**config.mk**
```make
export PLATFORM = sky130hd
export DESIGN_NAME = spi_slave_engine
export DESIGN_NICKNAME = d
export VERILOG_FILES = /design/src/rtl/spi_pkg.sv /design/src/rtl/spi_sync_edge.sv /design/src/rtl/spi_slave_engine.sv
export SDC_FILE = /design/constraint.sdc
export NUM_CORES = 1
export LEC_CHECK = 0
export BUFFER_PORTS_ARGS = -buffer_cell sky130_fd_sc_hd__buf_2
export CAP_MARGIN = 20
export CORE_ASPECT_RATIO = 1.1
export CORE_UTILIZATION = 25
export DETAILED_ROUTE_END_ITERATION = 7
export GPL_TIMING_DRIVEN = 0
export PLACE_DENSITY = 0.48
export RECOVER_POWER = 100
export SETUP_SLACK_MARGIN = 0.02
export SLEW_MARGIN = 20
export SYNTH_ARGS = -nofsm -noshare
export SYNTH_HDL_FRONTEND = slang
export SYNTH_SLANG_ARGS = --single-unit
```
**constraint.sdc**
```tcl
create_clock -name clk -period 2.8 [get_ports clk]
set_clock_uncertainty 0.2 [all_clocks]
set_input_delay 0.7 -clock clk [delete_from_list [all_inputs] [get_ports clk]]
set_output_delay 0.7 -clock clk [all_outputs]
set_load 0.02 [all_outputs]
```
**src/rtl/spi_pkg.sv**
```systemverilog
// Shared SPI definitions: engine states, default width and mode encodings.
// Used by both the slave engine and the master controller.
package spi_pkg;

    localparam int SPI_DATA_W = 8;

    typedef enum logic [1:0] {
        IDLE,
        SHIFT,
        DONE
    } state_t;

    // {cpol, cpha}
    localparam logic [1:0] MODE0 = 2'b00;
    localparam logic [1:0] MODE1 = 2'b01;
    localparam logic [1:0] MODE2 = 2'b10;
    localparam logic [1:0] MODE3 = 2'b11;

endpackage

```
**src/rtl/spi_sync_edge.sv**
```systemverilog
// Synchronizes the external SPI pins into clk and detects SCK edges
// relative to the idle polarity (leading = leaving cpol, trailing = returning).
module spi_sync_edge #(
    parameter int SYNC_STAGES = 2
) (
    input  logic clk,
    input  logic rst,
    input  logic cpol,
    input  logic sck_in,
    input  logic ss_n_in,
    input  logic mosi_in,
    output logic s_sck,
    output logic s_ss_n,
    output logic s_mosi,
    output logic lead_edge,
    output logic trail_edge
);

    logic [SYNC_STAGES-1:0] sck_q;
    logic [SYNC_STAGES-1:0] ss_q;
    logic [SYNC_STAGES-1:0] mosi_q;
    logic                   sck_d;

    // Synchronizer chains plus the delayed SCK copy used for edge detection
    always_ff @(posedge clk) begin
        if (rst) begin
            sck_q  <= {SYNC_STAGES{cpol}};
            ss_q   <= '1;
            mosi_q <= '0;
            sck_d  <= cpol;
        end else begin
            sck_q  <= {sck_q[SYNC_STAGES-2:0], sck_in};
            ss_q   <= {ss_q[SYNC_STAGES-2:0], ss_n_in};
            mosi_q <= {mosi_q[SYNC_STAGES-2:0], mosi_in};
            sck_d  <= s_sck;
        end
    end

    assign s_sck  = sck_q[SYNC_STAGES-1];
    assign s_ss_n = ss_q[SYNC_STAGES-1];
    assign s_mosi = mosi_q[SYNC_STAGES-1];

    assign lead_edge  = (s_sck != sck_d) && (sck_d == cpol);
    assign trail_edge = (s_sck != sck_d) && (s_sck == cpol);

endmodule

```
**src/rtl/spi_slave_engine.sv**
```systemverilog
// Slave-side SPI shift engine: shifts MOSI in and the buffered tx byte out,
// raising a sticky spif with the received byte at the end of each transfer.
module spi_slave_engine
    import spi_pkg::*;
#(
    parameter int DATA_W      = SPI_DATA_W,
    parameter int SYNC_STAGES = 2
) (
    input  logic              clk,
    input  logic              rst,
    input  logic              spe,
    input  logic              cpol,
    input  logic              cpha,
    input  logic              lsbfe,
    input  logic              sck_in,
    input  logic              ss_n_in,
    input  logic              mosi_in,
    output logic              miso_out,
    output logic              miso_oe,
    input  logic [DATA_W-1:0] tx_data,
    input  logic              tx_load,
    output logic [DATA_W-1:0] rx_data,
    output logic              spif,
    input  logic              spif_clr,
    output logic              wcol,
    output logic              busy
);

    localparam int CNT_W = $clog2(DATA_W + 1);

    state_t            state;
    state_t            state_nxt;
    logic [CNT_W-1:0]  cnt;
    logic [DATA_W-1:0] sreg;
    logic [DATA_W-1:0] txbuf;
    logic [DATA_W-1:0] tx_next;
    logic              s_sck;
    logic              s_ss_n;
    logic              s_mosi;
    logic              lead_edge;
    logic              trail_edge;
    logic              selected;
    logic              sample_edge;
    logic              shift_edge;
    logic              tx_accept;
    logic              last_sample;

    spi_sync_edge #(
        .SYNC_STAGES(SYNC_STAGES)
    ) u_sync (
        .clk       (clk),
        .rst       (rst),
        .cpol      (cpol),
        .sck_in    (sck_in),
        .ss_n_in   (ss_n_in),
        .mosi_in   (mosi_in),
        .s_sck     (s_sck),
        .s_ss_n    (s_ss_n),
        .s_mosi    (s_mosi),
        .lead_edge (lead_edge),
        .trail_edge(trail_edge)
    );

    function automatic logic out_bit(input logic lsb,
                                     input logic [DATA_W-1:0] v);
        return lsb ? v[0] : v[DATA_W-1];
    endfunction

    assign selected    = ~s_ss_n;
    assign miso_oe     = spe & selected;
    assign busy        = (state != IDLE);
    assign sample_edge = cpha ? trail_edge : lead_edge;
    assign shift_edge  = cpha ? lead_edge : trail_edge;
    assign tx_accept   = tx_load & (state != SHIFT);
    assign tx_next     = tx_accept ? tx_data : txbuf;
    assign last_sample = (cnt == CNT_W'(DATA_W - 1));

    // State register
    always_ff @(posedge clk) begin
        if (rst) state <= IDLE;
        else     state <= state_nxt;
    end

    // Next-state logic; deselect or spe=0 always falls back to IDLE
    always_comb begin
        state_nxt = state;
        unique case (state)
            IDLE:
                if (spe && selected) state_nxt = SHIFT;
            SHIFT:
                if (!spe || !selected)            state_nxt = IDLE;
                else if (sample_edge && last_sample) state_nxt = DONE;
            DONE:
                state_nxt = (spe && selected) ? SHIFT : IDLE;
            default:
                state_nxt = IDLE;
        endcase
    end

    // Datapath: tx buffer, shift register, bit counter, MISO and flags
    always_ff @(posedge clk) begin
        if (rst) begin
            txbuf    <= '0;
            sreg     <= '0;
            cnt      <= '0;
            miso_out <= 1'b0;
            rx_data  <= '0;
            spif     <= 1'b0;
            wcol     <= 1'b0;
        end else begin
            if (tx_accept) begin
                txbuf <= tx_data;
                wcol  <= 1'b0;
            end else if (tx_load) begin
                wcol  <= 1'b1;
            end
            if (spif_clr) spif <= 1'b0;
            unique case (state)
                IDLE: begin
                    cnt      <= '0;
                    sreg     <= tx_next;
                    miso_out <= (state_nxt == SHIFT) && !cpha
                              ? out_bit(lsbfe, tx_next) : 1'b0;
                end
                SHIFT: begin
                    if (state_nxt == IDLE) begin
                        cnt <= '0;
                    end else begin
                        if (sample_edge) begin
                            cnt  <= cnt + 1'b1;
                            sreg <= lsbfe
                                  ? {s_mosi, sreg[DATA_W-1:1]}
                                  : {sreg[DATA_W-2:0], s_mosi};
                        end
                        // Idempotent when no sample has happened since
                        // the last load, so the post-byte edge is a no-op
                        if (shift_edge) miso_out <= out_bit(lsbfe, sreg);
                    end
                end
                DONE: begin
                    rx_data <= sreg;
                    spif    <= 1'b1;
                    cnt     <= '0;
                    sreg    <= tx_next;
                    if (!cpha && state_nxt == SHIFT)
                        miso_out <= out_bit(lsbfe, tx_next);
                end
                default: cnt <= '0;
            endcase
        end
    end

endmodule

```
======== Yosys cells after proc, flatten, opt, wreduce, memory -nomap -nowiden ========
Index checks and enable logic that the tools add are counted.
word-level totals
  output and inout bits ................... 13
  word-level logic and storage cells ...... 71
  bits in registers ....................... 40
cells by class
  $add $sub $neg .......................... 1
  multiplexer cells ....................... 23
  equality and inequality tests ........... 12
  reductions and logical operators ........ 19
  bitwise operators ....................... 4
operators by type and width
  cell                                                   count
  2-to-1 mux 8 bit                                       4
  case mux 8 bit (2 select lines)                        1
  2-to-1 mux 1 bit                                       12
  2-to-1 mux 2 bit                                       4
  inequality test 2 bit, second input constant           4
  case mux 2 bit (3 select lines)                        1
  nonzero test 2 bit                                     3
  logical AND 1 bit                                      5
  adder 4 x 1 -> 4 bit, second input constant            1
  equality test 2 x 1 -> 1 bit, second input constant    2
  equality test 4 x 3 -> 1 bit, second input constant    1
  zero test 2 bit                                        2
  AND reduction 4 bit                                    1
  OR reduction 2 bit                                     2
  case mux 1 bit (3 select lines)                        1
  AND reduction 3 bit                                    1
  nonzero test 3 bit                                     1
  OR reduction 3 bit                                     1
  AND 1 bit                                              2
  equality test 1 bit                                    2
  equality test 2 bit, second input constant             1
  zero test 1 bit                                        2
  inequality test 2 x 1 -> 1 bit, second input constant  1
  NOT 1 bit                                              2
  other kinds (2)                                        2

======== Longest topological paths before layout ========
Gate-level depths: netlist (run 1).
  depth in word-level cells ............... 11
  depth in mapped cells ................... 9

======== Modules after synthesis ========
Synthesis (run 1) repeated with hierarchy kept, for this count alone.
second synthesis, totals
  cell total of the unflattened synthesis .. 190
  area total of the unflattened synthesis .. 1,901.8 um^2
by module, submodules not included
  module            instances  cells an instance  area an instance (um^2)
  spi_slave_engine  1          168                1,674.1
  spi_sync_edge     1          22                 227.7

======== Worst setup path after synthesis (run 1) ========
No wires, ideal clock.
  path kind ............................... input to register
  start ................................... in spe
  end ..................................... reg miso_out
  data arrival time ....................... 2.205 ns
  cell stages on the path ................. 6
  setup time .............................. 0.079 ns
  setup slack ............................. 0.316 ns
  cell sequence ........................... nor2b_1 > o211ai_1 > a41o_4 > nand4b_1 > mux2_2 > a211oi_2
between the ends
  longest elaborated chain between the ends .. 8
  elaborated cells on any way between the ends .. 15
  classes of those cells .................. eq/ne (3); mux (6); reduce/logical (6)
ends and longest elaborated chain
  item                                                                           line                                              text
  start: declaration                                                             spi_slave_engine.sv:11                            input logic spe,
  zero test 1 bit                                                                spi_slave_engine.sv:91                            if (!spe || !selected) state_nxt = IDLE;
  logical OR 1 bit                                                               spi_slave_engine.sv:91
  2-to-1 mux 2 bit                                                               spi_slave_engine.sv:91
  case mux 2 bit (3 select lines) *                                              spi_slave_engine.sv:87                            unique case (state)
  equality test 2 x 1 -> 1 bit                                                   spi_slave_engine.sv:122, spi_slave_engine.sv:145
  logical AND 1 bit                                                              spi_slave_engine.sv:122, spi_slave_engine.sv:145
  2-to-1 mux 1 bit / inequality test 2 bit (equally long branches)               --
  case mux 1 bit (3 select lines) / AND reduction 4 bit (equally long branches)  --
  end signal: assignment                                                         spi_slave_engine.sv:122                           miso_out <= (state_nxt == SHIFT) && !cpha
  end signal: assignment                                                         spi_slave_engine.sv:137                           if (shift_edge) miso_out <= out_bit(lsbfe, sreg);
  end signal: assignment                                                         spi_slave_engine.sv:146                           miso_out <= out_bit(lsbfe, tx_next);
  end: declaration                                                               spi_slave_engine.sv:18                            output logic miso_out,
Every way passes the cells marked *; elsewhere a longest branch is shown, timed or not.
A chain may end at the register's enable or synchronous reset.

======== Final worst setup path (run 1) ========
  start ................................... reg state[1]
  end ..................................... reg miso_out
between the ends
  longest elaborated chain between the ends .. 7
  elaborated cells on any way between the ends .. 22
  classes of those cells .................. eq/ne (7); mux (9); bitwise (1); reduce/logical (5)
ends and longest elaborated chain
  item                                                                           line                                              text
  start: declaration                                                             spi_slave_engine.sv:31                            state_t state;
  start signal: assignment                                                       spi_slave_engine.sv:81                            else state <= state_nxt;
  2-to-1 mux 2 bit                                                               spi_slave_engine.sv:92                            else if (sample_edge && last_sample) state_nxt = DONE;
  2-to-1 mux 2 bit                                                               spi_slave_engine.sv:91
  case mux 2 bit (3 select lines)                                                spi_slave_engine.sv:87
  equality test 2 x 1 -> 1 bit                                                   spi_slave_engine.sv:122, spi_slave_engine.sv:145
  logical AND 1 bit                                                              spi_slave_engine.sv:122, spi_slave_engine.sv:145
  2-to-1 mux 1 bit / inequality test 2 bit (equally long branches)               --
  case mux 1 bit (3 select lines) / AND reduction 4 bit (equally long branches)  --
Several ways; a longest one is shown, not always the timed one. The select of a mux whose other input is x is not followed.

==> summary.txt, run 1 <==
STA
  – Slew @ Worst Pin: 672 ps
  – RSZ-0062 raised after global routing: false
  – Setup TNS: 0 ps
  – Max Slew Vio Count: 0
  – Period minus WS final: 2580 ps
  – Rel. slew slack: 0.552
  – Final Setup Violations: 0
  – Final worst-path cycle share: 0.921
  – Max frequency: 388 MHz
  – Final hold vios: 0

Synth
  – Yosys warns: 0
  – Top cell type's share of synthesized area: 0.418
  – Synth cell types: 38
  – Number of synthesized register bits: 40
  – Synthesized instance count: 198
  – Top cells by area, synth: dfxtp_1 42%, mux2i_1 18%, nor2_1 4.7%, ha_1 3.3%, a21oi_1 2.9%
  – Sequential share of the synthesized area: 0.418
  – Mean Syn Cell Area: 9.67 sq um
  – Area leader, netlist: dfxtp_1
  – Post-Syn Nets: 222
  – Mapped cell area: 1910 sq um

Layout
  – Fillers: 799
  – Area growth syn-to-layout: 16.4%
  – Most frequent cells in the layout: 40 x dfxtp_1, 35 x mux2i_1, 24 x nor2_1
  – Nets: 258
  – Layout cells sized above 1: 0.154
  – Final Instance Area: 2230 sq um
  – Final Util: 0.300
  – Diode count: 0
  – Most common cell after layout, fill and taps aside: dfxtp_1

Critical path
  – CP Data Arrival Time: 2570 ps
  – Reg2reg setup slack: 220 ps
  – Critical path cell sequence: inv_1, ha_1, inv_1, o31ai_2, nand3_1, a311o_1, o311a_1, a211oi_1
  – Worst setup startpoint: state[1]$_SDFF_PP0_
  – Startpoint Class: flip-flop
  – Crit-path most repeated cell: inv_1
  – Crit path max fanout: 5
  – Crit path to: miso_out$_SDFFE_PP0P_
  – CP top delay family: compound AO/OA/AOI/OAI gates
  – Buf/Inv on CP: 2
  – WS Path Type: flip-flop to flip-flop
  – Reg-to-reg startpoint: state[1]$_SDFF_PP0_
  – Largest stage delay, worst path: 430 ps
  – Slowest stage cell on the critical path: o31ai_2
  – CP required: 2790 ps
  – Stages on the worst setup path: 8
  – R2R depth: 8
  – CP Capture Type: flip-flop
  – R2r endpoint: miso_out$_SDFFE_PP0P_

Clock tree
  – TritonCTS buffer count: 5
  – Reg clk slew, reported paths: 80 ps
  – H-tree levels: 2
  – Post-CTS Resized: 0
  – Worst skew pair latency: 290 ps
  – Post-CTS Hold Buffers: 0
  – Root Buffer: clkbuf_8
  – Max Root-Sink Buffers: 2
  – CTS tree: built
  – Post CTS Setup Buffer Count: 0
  – Clk sinks: 40

Power
  – Max rail drop VDD: 0.201 mV
  – Tot Pwr: 1110 uW
  – Pwr dens: 497 nW/um^2
  – Leakage power: 0.000843 uW

Floorplan
  – Core Rows: 33
  – Die height: 93.8 um
  – I/O pin total: 32
  – DIE AREA: 8010 sq um
  – Initial Util: 0.258
  – Die Span X: 85.4 um
  – Core region area: 7430 sq um

Placed design
  – Placed inst area: 2170 sq um
  – DP HPWL: 3080 um
  – Buffers on Ports: 29
  – GPL Wtd Cong: 0.764

Detailed routing
  – DR WL/cell: 12.5 um
  – DR iter-0 viols: 83
  – Detailed-route wire length: 4010 um
  – Drt pass-1 iters: 4
  – Vias: 1433
  – Via-to-Cell Ratio: 4.46
  – DRC: 0
  – Final ANT Viol Nets: 0

Worst hold path
  – Hold WC Path Type: flip-flop to flip-flop

GRT
  – Number of antenna violations at the first check in global routing: 0
  – Global-route wire length before repair: 6930 um
  – Grt ovf: 0
  – Vias in the first global route: 1401
  – GR Util All Layers: 0.108
  – Pin count of the biggest net entering global routing: 13

Run
  – Number of max-cap violations: 0

Status
  – Status: complete, no violations
-- synthesized netlist by cell type --
master    count
mux2_2        2
a211o_1       1
a31o_2        1
clkbuf_1      6
a31oi_2       1
nand4_1       1
xnor2_2       1
ha_1          5
a21oi_1      11
a311o_1       1
xnor2_1       1
o311a_1       1
nand2_1       3
nand3b_1      3
o311ai_0      1
mux2i_1      35
buf_2         1
a22oi_1       1
o211ai_1      1
o31ai_1       1
nand4b_1      1
a41o_4        1
mux2i_4       1
nand3_1      11
nand2b_1      3
nor2b_1       5
a211oi_2      1
xor2_1        2
a31oi_1       1
nand4_4       1
inv_1         9
dfxtp_1      40
o21ai_0      11
or2_2         3
and2_1        2
nor2_1       24
o31ai_2       1
buf_1         3
-- logic make-up after synthesis --
family	Yosys count	share of synthesized area
adder cells (fa/ha/maj)	5	0.0327
XOR/XNOR	4	0.0222
flip-flops	40	0.418
buffers and inverters	19	0.0379
multiplexers	38	0.207
AND/OR/NAND/NOR	57	0.155
AO/OA/AOI/OAI	35	0.127
-- power by group --
group / switching [uW] / total, uW / leakage (uW) / internal, uW
logic: 73.9 / 135 / 0.000475 / 61.4
registers: 16.3 / 609 / 0.000327 / 593
clock network: 195 / 363 / 0.0000400 / 169
-- stage by stage --
stage | std cells | setup WS (ps) | hold slack (ps)
after floorplan | 198 | 316 | 189
after global routing | 321 | 42.6 | 231
after detailed placement | 314 | 57.9 | 193
final | 321 | 220 | 211
after CTS | 321 | 263 | 213
after global placement | 314 | 72.2 | 194
-- worst register-to-register path, delay by kind of cell (launching register included) --
kind	cells	cell delay, ps
buffers and inverters	2	210
and+or+nand+nor	1	270
AOI/OAI and AO/OA	4	1220
adders and majority gates	1	240
DFF	1	350
-- per-layer routing --
metal,vias to the layer above,global-route usage,routed length (um)
met4,0,0.0333,60
met1,645,0.145,2010
li1,762,-,-
met2,22,0.167,1780
met5,-,0,0
met3,4,0.0316,165
-- sequential cells by signal, indices dropped and copies added, names as in the netlist --
name / flops
rx_data: 8
sreg: 8
wcol: 1
miso_out: 1
cnt: 4
state: 2
u_sync.ss_q: 2
u_sync.sck_d: 1
txbuf: 8
u_sync.mosi_q: 2
u_sync.sck_q: 2
spif: 1
-- worst min-delay path by stage --
stage / startpoint / end / slack (ps) / depth (start not counted)
2_1_floorplan: u_sync.ss_q[0]$_SDFF_PP1_ / u_sync.ss_q[1]$_SDFF_PP1_ / 190 / 1
3_3_place_gp: u_sync.ss_q[0]$_SDFF_PP1_ / u_sync.ss_q[1]$_SDFF_PP1_ / 190 / 1
3_5_place_dp: u_sync.ss_q[0]$_SDFF_PP1_ / u_sync.ss_q[1]$_SDFF_PP1_ / 190 / 1
4_1_cts: u_sync.ss_q[0]$_SDFF_PP1_ / u_sync.ss_q[1]$_SDFF_PP1_ / 210 / 1
5_1_grt: u_sync.ss_q[0]$_SDFF_PP1_ / u_sync.ss_q[1]$_SDFF_PP1_ / 230 / 1
6_report: u_sync.ss_q[0]$_SDFF_PP1_ / u_sync.ss_q[1]$_SDFF_PP1_ / 210 / 1
-- area by class of cell --
type | instances | area, sq um | area share
inverter | 9 | 33.8 | 0.0152
timing repair buffer | 29 | 129 | 0.0578
clock inverter | 2 | 12.5 | 0.00561
multi-input combinational | 139 | 1040 | 0.465
clock buffer | 5 | 68.8 | 0.0309
tap | 87 | 109 | 0.0488
sequential | 40 | 801 | 0.359
buffer | 10 | 38.8 | 0.0174
(Power assumes the default switching activity.)
==> run 2: changes to the inputs <==
--- a/config.mk
+++ b/config.mk
@@ -7,7 +7,7 @@
 export LEC_CHECK = 0
 export BUFFER_PORTS_ARGS = -buffer_cell sky130_fd_sc_hd__buf_2
 export CAP_MARGIN = 20
-export CORE_ASPECT_RATIO = 1.1
+export CORE_ASPECT_RATIO = 0.75
 export CORE_UTILIZATION = 25
 export DETAILED_ROUTE_END_ITERATION = 7
 export GPL_TIMING_DRIVEN = 0
==> run 2 against run 1 <==
Against the previous run: flip-flop and latch count unchanged; setup slack worse by 18 ps; worst hold slack better by 11 ps; critical path type unchanged; largest cell class unchanged.
==> summary.txt, run 2 (synthesis results as in run 1) <==
Status
  – Status: complete, no violations

Layout
  – Area growth syn-to-layout: 18.4%
  – Post-Layout Cell Count: 336 (+4.7%)
  – Most common cell after layout, fill and taps aside: dfxtp_1
  – Nets: 258 (unchanged)
  – Final Util: 0.308 (+0.00802)
  – Layout cells sized above 1: 0.162 (+0.00786)
  – Diode count: 0 (unchanged)
  – Most frequent cells in the layout: 40 x dfxtp_1, 35 x mux2i_1, 24 x nor2_1
  – Top Registers: rx_data (8), sreg (8), txbuf (8)

STA
  – Slew @ Worst Pin: 715 ps (+43.1 ps)
  – Rel. slew slack: 0.523 (-0.0287)
  – Final worst-path cycle share: 0.928 (+0.00655)
  – Setup TNS: 0 ps (unchanged)
  – Max frequency: 385 MHz (-0.71%)
  – RSZ-0062 raised after global routing: false
  – Period minus WS final: 2600 ps (+18.3 ps)
  – Max Slew Vio Count: 0 (unchanged)
  – Final hold vios: 0 (unchanged)
  – Smallest hold slack: 223 ps (+11.4 ps)
  – Final Setup Violations: 0 (unchanged)

Power
  – Pwr dens: 511 nW/um^2 (+2.8%)
  – Clock power share: 0.353 (+0.025)
  – Comb power frac: 0.121 (about the same)
  – Switching Fraction: 0.263 (+0.00580)
  – Leakage power: 0.000847 uW (+0.54%)
  – Pint: 854 uW (+3.8%)
  – Net switching power: 305 uW (+6.9%)
  – Max rail drop VDD: 0.159 mV (-21%)
  – Tot Pwr: 1160 uW (+4.6%)
  – Seq pwr share: 0.527 (-0.023)

Detailed routing
  – DR iter-0 viols: 52 (-37%)
  – Vias: 1445 (+0.84%)
  – Via-to-Cell Ratio: 4.30 (-3.7%)
  – Final ANT Viol Nets: 0 (unchanged)
  – DR WL/cell: 13.1 um (+4.6%)
  – DRC: 0 (unchanged)
  – Drt pass-1 iters: 4 (unchanged)
  – Detailed-route wire length: 4390 um (+9.5%)

Critical path
  – WS Path Type: flip-flop to flip-flop
  – Crit-path most repeated cell: inv_1
  – Critical path cell sequence: inv_1, ha_1, inv_1, o31ai_2, nand3_1, a311o_1, o311a_1, a211oi_2
  – CP required: 2810 ps (+20 ps)
  – Buf/Inv on CP: 2 (unchanged)
  – Slowest stage cell on the critical path: a311o_1
  – CP Data Arrival Time: 2610 ps (+40 ps)
  – Largest stage delay, worst path: 450 ps (+20 ps)
  – CP Capture Type: flip-flop
  – Crit path max fanout: 5 (unchanged)
  – Startpoint Class: flip-flop
  – CP top delay family: compound AO/OA/AOI/OAI gates

Clock tree
  – Root Buffer: clkbuf_8
  – TritonCTS buffer count: 5 (unchanged)
  – CTS tree: built
  – Worst skew pair latency: 300 ps (about the same)
  – Reg clk slew, reported paths: 80 ps (about the same)
  – Post-CTS Resized: 0 (unchanged)
  – Max Root-Sink Buffers: 2 (unchanged)
  – Clk sinks: 40 (unchanged)
  – Post CTS Setup Buffer Count: 0 (unchanged)
  – Post-CTS Hold Buffers: 0 (unchanged)
  – H-tree levels: 2 (unchanged)

Floorplan
  – Core region area: 7360 sq um (-0.91%)
  – Core Rows: 27 (-18%)
  – I/O pin total: 32 (unchanged)
  – DIE AREA: 8010 sq um (about the same)
  – Die height: 77.8 um (-17%)
  – Die Span X: 103 um (+21%)
  – Initial Util: 0.260 (+0.00236)

GRT
  – GR Util All Layers: 0.118 (+0.00984)
  – Number of antenna violations at the first check in global routing: 0 (unchanged)
  – Grt ovf: 0 (unchanged)
  – Global-route wire length before repair: 6960 um (+0.40%)
  – Vias in the first global route: 1412 (+0.79%)
  – Pin count of the biggest net entering global routing: 14 (+1)

Run
  – Number of max-cap violations: 0 (unchanged)

Placed design
  – Placed Cells: 328 (+4.5%)
  – DP HPWL: 3260 um (+6.1%)
  – Buffers on Ports: 29 (unchanged)
  – GPL Wtd Cong: 0.758 (-0.81%)

Worst hold path
  – Hold WC Path Type: flip-flop to flip-flop
run 2: cell count changes in the layout (fill, tap and decap cells not counted):
cell        previous run  this run
clkbuf_8               5         6
a211oi_1               1         0
clkbuf_1              21        22
clkinv_2               1         0
clkinvlp_4             1         2
a211oi_2               0         1
buf_1                  1         0
run 2: routing by layer:
| metal | global-route usage | share of wire | up-vias |
|---|---|---|---|
| li1 | - | - | 769 |
| met1 | 0.172 | 0.55 | 634 |
| met2 | 0.152 | 0.38 | 35 |
| met3 | 0.0405 | 0.052 | 7 |
| met4 | 0.0549 | 0.020 | 0 |
| met5 | 0 | 0 | - |
run 2: worst reg2reg max path: stages (launching register included):
cell and delay (ps):
dfxtp_1 350, inv_1 130, ha_1 250, inv_1 90
o31ai_2 430, nand3_1 270, a311o_1 450, o311a_1 150
a211oi_2 200
run 2: final timing paths:
kind / start / endpoint / slack, ps / depth (start not counted)
worst min-delay path: u_sync.ss_q[0]$_SDFF_PP1_ / u_sync.ss_q[1]$_SDFF_PP1_ / 220 / 1
worst max-delay path: state[1]$_SDFF_PP0_ / miso_out$_SDFFE_PP0P_ / 200 / 8
worst min register to register: u_sync.ss_q[0]$_SDFF_PP1_ / u_sync.ss_q[1]$_SDFF_PP1_ / 220 / 1
worst max register to register: state[1]$_SDFF_PP0_ / miso_out$_SDFFE_PP0P_ / 200 / 8
run 2: power groups by stage:
stage | Sequential (uW) | Combinational, uW | Clock [uW]
after floorplan | 618 | 102 | 0
after global placement | 623 | 140 | 0
after detailed placement | 624 | 141 | 0
after CTS | 610 | 141 | 429
after global routing | 614 | 155 | 459
final | 610 | 140 | 409
run 2: cell type report:
class / count / area [sq um]
timing repair buffer: 29 / 129
clock buffer: 6 / 82.6
buffer: 10 / 38.8
clock inverter: 2 / 15.0
multi-input combinational: 139 / 1040
sequential: 40 / 801
inverter: 9 / 33.8
tap: 101 / 126
fill: 794 / 5100
run 2: through the flow:
| step | instance area (sq um) | worst slack, ps |
|---|---|---|
| detailed placement | 2190 | 41.7 |
| floorplan | 1910 | 316 |
| global placement | 2190 | 60.2 |
| CTS | 2280 | 223 |
| finish | 2270 | 202 |
| global route | 2270 | 37.7 |
==> run 3: changes to the inputs <==
--- a/config.mk
+++ b/config.mk
@@ -12,7 +12,7 @@
 export DETAILED_ROUTE_END_ITERATION = 7
 export GPL_TIMING_DRIVEN = 0
 export PLACE_DENSITY = 0.48
-export RECOVER_POWER = 100
+export RECOVER_POWER = 50
 export SETUP_SLACK_MARGIN = 0.02
 export SLEW_MARGIN = 20
 export SYNTH_ARGS = -nofsm -noshare
==> run 3 against run 2 <==
Against the previous run: sequential power is essentially flat; clock power is essentially flat; critical endpoint unchanged; setup slack gained 7.3 ps; global-route usage is the same; highest routed layer unchanged; cell area grew 0.11%.
==> summary.txt, run 3 (synthesis results as in run 1) <==
Run
  – Number of max-cap violations: 0 (unchanged)

Detailed routing
  – Drt pass-1 iters: 4 (unchanged)
  – DRC: 0 (unchanged)
  – DR WL/cell: 13.1 um (about the same)
  – Detailed-route wire length: 4390 um (about the same)
  – DR iter-0 viols: 53 (+1.9%)
  – Vias: 1437 (-0.55%)
  – Via-to-Cell Ratio: 4.28 (-0.55%)
  – Final ANT Viol Nets: 0 (unchanged)

STA
  – Final hold vios: 0 (unchanged)
  – Setup TNS: 0 ps (unchanged)
  – Final Setup Violations: 0 (unchanged)
  – RSZ-0062 raised after global routing: false
  – Max frequency: 386 MHz (+0.28%)
  – Final worst-path cycle share: 0.925 (-0.00261)
  – Rel. slew slack: 0.512 (-0.0113)
  – Max Slew Vio Count: 0 (unchanged)
  – Slew @ Worst Pin: 732 ps (+17.0 ps)
  – Period minus WS final: 2590 ps (-7.32 ps)

Power
  – Tot Pwr: 1160 uW (about the same)
  – Net switching power: 304 uW (-0.27%)
  – Pwr dens: 510 nW/um^2 (-0.16%)
  – Switching Fraction: 0.262 (-0.000583)
  – Clock power share: 0.352 (about the same)
  – Pint: 854 uW (about the same)
  – Seq pwr share: 0.527 (about the same)
  – Comb power frac: 0.121 (about the same)
  – Leakage power: 0.000856 uW (+1.0%)
  – Max rail drop VDD: 0.158 mV (-0.45%)

Layout
  – Most common cell after layout, fill and taps aside: dfxtp_1
  – Top Registers: rx_data (8), sreg (8), txbuf (8)
  – Nets: 258 (unchanged)
  – Most frequent cells in the layout: 40 x dfxtp_1, 35 x mux2i_1, 24 x nor2_1
  – Diode count: 0 (unchanged)
  – Layout cells sized above 1: 0.170 (+0.00851)
  – Area growth syn-to-layout: 18.6%

Critical path
  – CP Capture Type: flip-flop
  – CP required: 2810 ps (about the same)
  – CP Data Arrival Time: 2600 ps (about the same)
  – Crit path max fanout: 5 (unchanged)
  – WS Path Type: flip-flop to flip-flop
  – Startpoint Class: flip-flop

Floorplan
  – Die Span X: 103 um (unchanged)
  – Initial Util: 0.260 (unchanged)
  – Core Rows: 27 (unchanged)
  – Die height: 77.8 um (unchanged)
  – DIE AREA: 8010 sq um (unchanged)
  – Core region area: 7360 sq um (unchanged)
  – I/O pin total: 32 (unchanged)

Clock tree
  – Clk sinks: 40 (unchanged)
  – Reg clk slew, reported paths: 80 ps (about the same)
  – Post-CTS Hold Buffers: 0 (unchanged)
  – Post CTS Setup Buffer Count: 0 (unchanged)
  – Worst skew pair latency: 300 ps (about the same)
  – Max Root-Sink Buffers: 2 (unchanged)
  – H-tree levels: 2 (unchanged)
  – CTS tree: built
  – TritonCTS buffer count: 5 (unchanged)
  – Post-CTS Resized: 0 (unchanged)
  – Root Buffer: clkbuf_8

Placed design
  – Buffers on Ports: 29 (unchanged)
  – GPL Wtd Cong: 0.758 (unchanged)
  – DP HPWL: 3260 um (unchanged)

GRT
  – Number of antenna violations at the first check in global routing: 0 (unchanged)
  – Global-route wire length before repair: 6960 um (unchanged)
  – Vias in the first global route: 1412 (unchanged)
  – GR Util All Layers: 0.118 (unchanged)
  – Pin count of the biggest net entering global routing: 14 (unchanged)
  – Grt ovf: 0 (unchanged)

Status
  – Status: complete, no violations

Worst hold path
  – Hold WC Path Type: flip-flop to flip-flop
[run 3: metal layers]
layer  vias to the layer above  GRT usage  routed length, um
met5                         -          0                  0
met4                         0     0.0549                 83
met3                         8     0.0405                228
met2                        35      0.152               1680
met1                       625      0.172               2390
li1                        769          -                  -
[run 3: power groups by stage]
stage                     logic [uW]  clock network (uW)  registers, uW
after floorplan                  102                   0            618
after global placement           140                   0            623
after detailed placement         141                   0            624
after CTS                        141                 429            610
after global routing             156                 459            614
final                            140                 408            610
[run 3: final timing paths]
kind                                                 from                   endpoint  slack (ps)  cells after the start
worst max-delay path                  state[1]$_SDFF_PP0_      miso_out$_SDFFE_PP0P_         210                      8
worst min-delay path            u_sync.ss_q[0]$_SDFF_PP1_  u_sync.ss_q[1]$_SDFF_PP1_         220                      1
worst max register to register        state[1]$_SDFF_PP0_      miso_out$_SDFFE_PP0P_         210                      8
worst min register to register  u_sync.ss_q[0]$_SDFF_PP1_  u_sync.ss_q[1]$_SDFF_PP1_         220                      1
[run 3: stage by stage]
step	std cells	hold WS (ps)	util	setup WS (ps)	instance area (sq um)
after global placement	328	193	0.297	60.2	2190
final	336	223	0.308	209	2270
after detailed placement	328	207	0.297	41.7	2190
after floorplan	198	189	-	316	1910
after CTS	336	227	0.310	223	2280
after global routing	336	246	0.308	37.7	2270
[run 3: layout make-up]
type	count	area, sq um
repair buffers	29	131
inverters	9	33.8
clock buffers	6	82.6
clock inverters	2	15.0
well taps	101	126
flip-flops and latches	40	801
fillers	793	5090
plain buffers	10	38.8
multi-input cells	139	1040
[run 3: critical path, stage by stage (launching register included)]
cell and delay, ps:
dfxtp_1 350, inv_1 130, ha_1 250, inv_1 90, o31ai_2 430, nand3_1 270, a311o_1 450, o311a_1 150
a211oi_2 200
